## config.mk

```make
export PLATFORM = sky130hd
export DESIGN_NAME = pipe_stage_fifo
export DESIGN_NICKNAME = d
export VERILOG_FILES = /design/src/rtl/pipe_stage_fifo.sv
export SDC_FILE = /design/constraint.sdc
export NUM_CORES = 1
export LEC_CHECK = 0
export CORE_MARGIN = 2
export CORE_UTILIZATION = 45
export CTS_CLUSTER_SIZE = 16
export DETAILED_ROUTE_END_ITERATION = 10
export PLACE_DENSITY_LB_ADDON = 0.25
export SETUP_SLACK_MARGIN = 0.02
export SLEW_MARGIN = 15
export SYNTH_ARGS = -nofsm -noshare
export SYNTH_HDL_FRONTEND = slang
export SYNTH_SLANG_ARGS = --single-unit
```

## constraint.sdc

```tcl
create_clock -name clk_in -period 1.5 [get_ports clk_in]
set_input_delay 0.45 -clock clk_in [delete_from_list [all_inputs] [get_ports clk_in]]
set_output_delay 0.45 -clock clk_in [all_outputs]
set_load 0.05 [all_outputs]
```

## src/rtl/pipe_stage_fifo.sv

```systemverilog
// pipe_stage_fifo: elastic inter-stage pipeline register.
// Carries an opaque PAYLOAD_W-bit stage bundle through a DEPTH-entry circular
// FIFO with a valid/ready handshake on both sides and a synchronous flush.
// When empty it presents NOP_VALUE, so downstream stages see ordinary bubbles.
//
// Ports:
//   clk_in         clock, rising edge
//   rst_in         asynchronous active-low reset
//   flush_in       synchronous flush, discards all entries
//   valid_in       upstream payload valid
//   data_in        upstream payload
//   ready_out      stage can accept a payload (registered state only)
//   valid_out      head entry valid toward downstream
//   data_out       head payload, NOP_VALUE when valid_out=0
//   ready_in       downstream accepts head entry
//   count_out      current occupancy
//   stall_cnt_out  cycles with valid_out=1 and ready_in=0 (stats build only)
//   bubble_cnt_out cycles with valid_out=0 and ready_in=1 (stats build only)
//
// Optional feature macro: PIPE_STAGE_FIFO_STATS_EN enables the saturating
// stall/bubble counters; otherwise both stat ports are tied to zero.
module pipe_stage_fifo #(
    parameter int unsigned           PAYLOAD_W = 109,
    parameter int unsigned           DEPTH     = 2,
    parameter logic [PAYLOAD_W-1:0]  NOP_VALUE = '0,
    parameter int unsigned           STAT_W    = 16
) (
    input  logic                         clk_in,
    input  logic                         rst_in,
    input  logic                         flush_in,
    input  logic                         valid_in,
    input  logic [PAYLOAD_W-1:0]         data_in,
    output logic                         ready_out,
    output logic                         valid_out,
    output logic [PAYLOAD_W-1:0]         data_out,
    input  logic                         ready_in,
    output logic [$clog2(DEPTH+1)-1:0]   count_out,
    output logic [STAT_W-1:0]            stall_cnt_out,
    output logic [STAT_W-1:0]            bubble_cnt_out
);

    localparam int unsigned CNT_W = $clog2(DEPTH + 1);
    localparam int unsigned PTR_W = (DEPTH > 1) ? $clog2(DEPTH) : 1;

    logic [PAYLOAD_W-1:0] mem [DEPTH];
    logic [PTR_W-1:0]     rd_ptr;
    logic [PTR_W-1:0]     wr_ptr;
    logic [CNT_W-1:0]     count;

    logic                 push;
    logic                 pop;
    logic [PTR_W-1:0]     rd_ptr_nxt;
    logic [PTR_W-1:0]     wr_ptr_nxt;
    logic [CNT_W-1:0]     count_nxt;

    // Handshake flags come from registered occupancy only.
    assign ready_out = (count != CNT_W'(DEPTH));
    assign valid_out = (count != '0);
    assign data_out  = valid_out ? mem[rd_ptr] : NOP_VALUE;
    assign count_out = count;

    assign push = valid_in & ready_out;
    assign pop  = valid_out & ready_in;

    // Next-state for pointers and occupancy; wrap by explicit compare so
    // non-power-of-two depths work.
    always_comb begin
        rd_ptr_nxt = rd_ptr;
        wr_ptr_nxt = wr_ptr;
        count_nxt  = count;
        if (push) begin
            wr_ptr_nxt = (wr_ptr == PTR_W'(DEPTH - 1)) ? '0 : wr_ptr + PTR_W'(1);
        end
        if (pop) begin
            rd_ptr_nxt = (rd_ptr == PTR_W'(DEPTH - 1)) ? '0 : rd_ptr + PTR_W'(1);
        end
        if (push && !pop) begin
            count_nxt = count + CNT_W'(1);
        end else if (pop && !push) begin
            count_nxt = count - CNT_W'(1);
        end
    end

    // Control state: reset > flush > push/pop.
    always_ff @(posedge clk_in or negedge rst_in) begin
        if (!rst_in) begin
            rd_ptr <= '0;
            wr_ptr <= '0;
            count  <= '0;
        end else if (flush_in) begin
            rd_ptr <= '0;
            wr_ptr <= '0;
            count  <= '0;
        end else begin
            rd_ptr <= rd_ptr_nxt;
            wr_ptr <= wr_ptr_nxt;
            count  <= count_nxt;
        end
    end

    // Storage; flush leaves contents in place since they are unreachable.
    always_ff @(posedge clk_in or negedge rst_in) begin
        if (!rst_in) begin
            for (int i = 0; i < DEPTH; i++) begin
                mem[i] <= NOP_VALUE;
            end
        end else if (!flush_in && push) begin
            mem[wr_ptr] <= data_in;
        end
    end

`ifdef PIPE_STAGE_FIFO_STATS_EN
    logic [STAT_W-1:0] stall_cnt;
    logic [STAT_W-1:0] bubble_cnt;

    // Saturating counters; only reset clears them, flush does not.
    always_ff @(posedge clk_in or negedge rst_in) begin
        if (!rst_in) begin
            stall_cnt  <= '0;
            bubble_cnt <= '0;
        end else begin
            if (valid_out && !ready_in && (stall_cnt != '1)) begin
                stall_cnt <= stall_cnt + STAT_W'(1);
            end
            if (!valid_out && ready_in && (bubble_cnt != '1)) begin
                bubble_cnt <= bubble_cnt + STAT_W'(1);
            end
        end
    end

    assign stall_cnt_out  = stall_cnt;
    assign bubble_cnt_out = bubble_cnt;
`else
    assign stall_cnt_out  = '0;
    assign bubble_cnt_out = '0;
`endif

endmodule

```

; ---- Yosys cells after proc, flatten, opt, wreduce, memory -nomap -nowiden
; Index checks and enable logic that the tools add are counted.
[classes]
magnitude_cmp = 3
n_addsub = 4
n_reduce_logical = 11
bitwise_logic = 4
eq_ne = 1
n_mux = 16
[ops]
columns = operator, n
row1 = 109-bit two-way mux, 5
row2 = 218-bit bitwise mux, 1
row3 = 109-bit demux with 1-bit select, 1
row4 = 1-bit two-way mux, 6
row5 = 2-bit two-way mux, 3
row6 = 2-bit nonzero test, 3
row7 = "2-bit >= comparator, second input constant", 2
row8 = 1-bit logical AND, 4
row9 = 1-bit inverter with 2-bit output, 2
row10 = 1-bit zero test, 3
row11 = 3-bit nonzero test, 1
row12 = "1-bit adder, second input constant", 2
row13 = "2-bit by 1-bit adder with 2-bit output, second input constant", 1
row14 = 1-bit bitwise AND, 2
row15 = "2-bit by 1-bit < comparator with 1-bit output, second input constant", 1
row16 = "2-bit != test, second input constant", 1
row17 = "2-bit by 1-bit subtractor with 2-bit output, second input constant", 1
[totals]
input_bits = 114
reg_bits = 222
word_cells = 44
out_inout_bits = 145

; ---- Depth between registers and ports, before layout
[depth]
depth_word = 7
mapped_depth = 7
ltp_nobuf = 4

; ---- Worst setup path after synthesis
; No wires, ideal clock.
[synth_path]
path_kind = register to output
start = register count[0], in the netlist count_out[0]
end = output data_out[0]
arrival_ns = 1.939
path_stages_with_launch = 5
path_buffers = 2
path_slack_ns = -0.889
required_time_ns = 1.050
cell_sequence = dfrtp_1 nor2_1 clkbuf_1 clkbuf_1 nor2_1
[synth_between]
elab_chain_cells = 2
[synth_lines]
columns = element, line
row1 = from (decl), 48  ; logic [CNT_W-1:0] count;
row2 = from (signal assigned), 97  ; count <= count_nxt;
row3 = 2-bit nonzero test, 58  ; assign valid_out = (count != '0);
row4 = 109-bit two-way mux, 59  ; assign data_out = valid_out ? mem[rd_ptr] : NOP_VALUE;
row5 = to (decl), 35  ; output logic [PAYLOAD_W-1:0] data_out,
; No other way between the ends.

; ---- Final worst setup path
[layout_path]
start = register rd_ptr
end = output data_out[107]
[layout_between]
elab_chain_cells = 5
[layout_lines]
columns = element, line
row1 = from (decl), 46  ; logic [PTR_W-1:0] rd_ptr;
row2 = from (signal assigned), 95  ; rd_ptr <= rd_ptr_nxt;
row3 = 1-bit inverter with 2-bit output (implied by the code), 59
row4 = 109-bit two-way mux (implied by the code) (3 in series), 59
row5 = 109-bit two-way mux, 59
; No other way between the ends. The select of a mux whose other input is x is not followed.

==> metrics.cfg <==
[yosys]
synth_top_area_share_pct=54.0
synth-edff-count=0
synthFlopType=dfrtp_1
synth-seq-cells=222
syn_area_sq_um=10300
syn_inst=761
synthTopCellsByArea=dfrtp_1, mux2_2, mux2i_1
ys_async_sr_fraction_pct=100
ys_warn_count=0
synth_top_cell_by_area=dfrtp_1
synthTopCellsByCount=dfrtp_1, mux2_2, nor2_1
syn_avg_cell_area_sq_um=13.5
seq_area_frac_synth_pct=54.0
yosysMostFrequentCell=dfrtp_1
ys_types=26

[placement]
numPortBuffers=226
place_area_sq_um=15100
place_hpwl_microns=18000
placed_cells=1308
gp_congestion=0.768
pre_cts_slack_ns=-0.769

[drt]
drtAntennaViolNets=0
drtIter0Drc=299
routed_wl_microns=30200
viasPerCell=5.14
drcViolationCount=0
dr.pass1.iters=4
vias=7223
wl_per_cell_microns=21.5

[clock_tree]
cts_buffers=24
clockBufferDepth=3
cts_sinks=222
cts_tree=done
cts_root_buf=clkbuf_16
clkTransAtPathRegs_ns=0.07
h-tree-depth=1
insertion_delay_ns=0.51

[timing]
rsz0062_at_grt=true
fin_skew_ns=0.00899
final.period_utilization_pct=154
worst_slack_ns=-0.809
fmax_ghz=0.433
setup_viol=331
hold_viol=0
min_period_ns=2.31
slew_violations=0

[floorplan]
num_io_pins=259
die_x_microns=155
rows=55
start_util_pct=45.7
die_area_sq_um=24100
coreArea_sq_um=22500
dieHeight_microns=155

[outcome]
violations=setup timing
outcome=complete, but fails checks

[global_routing]
grt_start_max_net_pins=54
grt_first_pass_wirelength_microns=44800
globalRouteTotalUtil_pct=23.6
grt_pass1_vias=7879
antenna_found_initial=1
grt_overflow=0

[finish]
finalNonFillerCells=1406
nNetsFinal=1217
multi_input_area_sq_um=5810
syn2layout_area_growth_pct=73.7
diodes=0
drive_gt1_share_pct=58.2
finish.instance_area_sq_um=17900
fillerInstances=1150
regArea_sq_um=5560

[setup_path]
crit_path_end_kind=primary output
critPathMaxFanout=6
critPathRequiredTime_ns=1.05
cp.arrival_ns=1.86
critical_path_class=reg2out
critPathLaunchType=register

[power]
power.total_mw=23.7
power.density_nw_per_um2=1330
leakagePower_nw=8.02
peakVddDrop_v=0.000751

[min_path]
hold_path.class=in2async

[run]
max-cap-violations=0

==> through the flow <==
step           TNS, ns  utilization [%]  hold slack (ns)
6_report       -163.61             79.4            0.388
5_1_grt        -182.73             79.4            0.397
4_1_cts        -192.49             76.3            0.376
3_5_place_dp   -166.52             67.3            0.356
3_3_place_gp   -162.57             67.3            0.357
2_1_floorplan  -111.30                -            0.154
==> path summary, 6_finish.rpt <==
check	cells past startpoint	endpoint	slack [ns]	from
min reg2reg	1	mem[128]	0.51	mem[128]
min	2	mem[54]	0.39	rst_in
max	5	data_out[107]	-0.81	rd_ptr
max in group asynchronous	3	mem[44]	0.47	rst_in
max reg2reg	8	mem[147]	-0.48	count_out[1]
min in group clk_in	1	mem[128]	0.51	mem[128]
==> routing by layer <==
layer | wire length (microns) | track usage (%) | vias up
met5 | 13 | 0 | -
met4 | 452 | 5.50 | 2
met3 | 1490 | 4.32 | 38
met2 | 15200 | 39.8 | 209
met1 | 13000 | 31.9 | 3705
li1 | - | - | 3269
==> report_power, final <==
group	internal, mW	switching (mW)
Sequential	7.48	1.15
Combinational	5.03	3.96
Clock	3.63	2.44
Total	16.1	7.55
==> cell type report <==
| class | instances | area share [%] |
|---|---|---|
| well taps | 285 | 2.00 |
| multi-input cells | 487 | 32.6 |
| clock inverters | 13 | 0.708 |
| inverters | 3 | 0.105 |
| repair buffers | 365 | 29.6 |
| flip-flops and latches | 222 | 31.1 |
| clock buffers | 31 | 3.91 |
==> placed cells by master (no fill, tap or decap), types with 23 or more instances in the layout <==
cell type / synthesis / final
buf_6: 1 / 63
nor2_2: 0 / 48
clkbuf_16: 0 / 36
mux2_4: 20 / 218
buf_12: 1 / 113
dfrtp_1: 222 / 219
nor2_4: 0 / 42
buf_4: 52 / 29
mux2i_1: 110 / 71
conb_1: 1 / 32
clkdlybuf4s50_1: 0 / 112
buf_8: 2 / 23
==> registers in the layout, summed over array words and instances, names as in the netlist <==
signal / count
mem: 218
count_out: 2
rd_ptr: 1
wr_ptr: 1
==> worst max-delay path, cell delays in order, from the launching register on <==
cell and delay [ns]:
dfrtp_4 0.51, buf_6 0.16, clkbuf_16 0.17, mux2i_2 0.27, nor2_4 0.08, buf_12 0.15
==> logic make-up (layout without fill, tap and decap cells) <==
| family | Yosys count | in the layout | share of synthesized area, % |
|---|---|---|---|
| simple gates | 118 | 118 | 4.60 |
| buf+inv | 83 | 412 | 5.51 |
| mux | 328 | 328 | 35.3 |
| other cells | 1 | 32 | 0.0365 |
| flops | 222 | 222 | 54.0 |
| xor+xnor | 1 | 1 | 0.0852 |
| compound gates | 8 | 8 | 0.438 |
==> timing repair <==
item	in CTS	in global routing
hold buffers	1	0
setup endpoints to repair	331	335
hold endpoints to repair	17	0
pin swaps	9	25
setup buffers	28	11
gates resized for setup	161	119
gates cloned	12	13
Note: power is estimated with default switching activity, not from simulation.
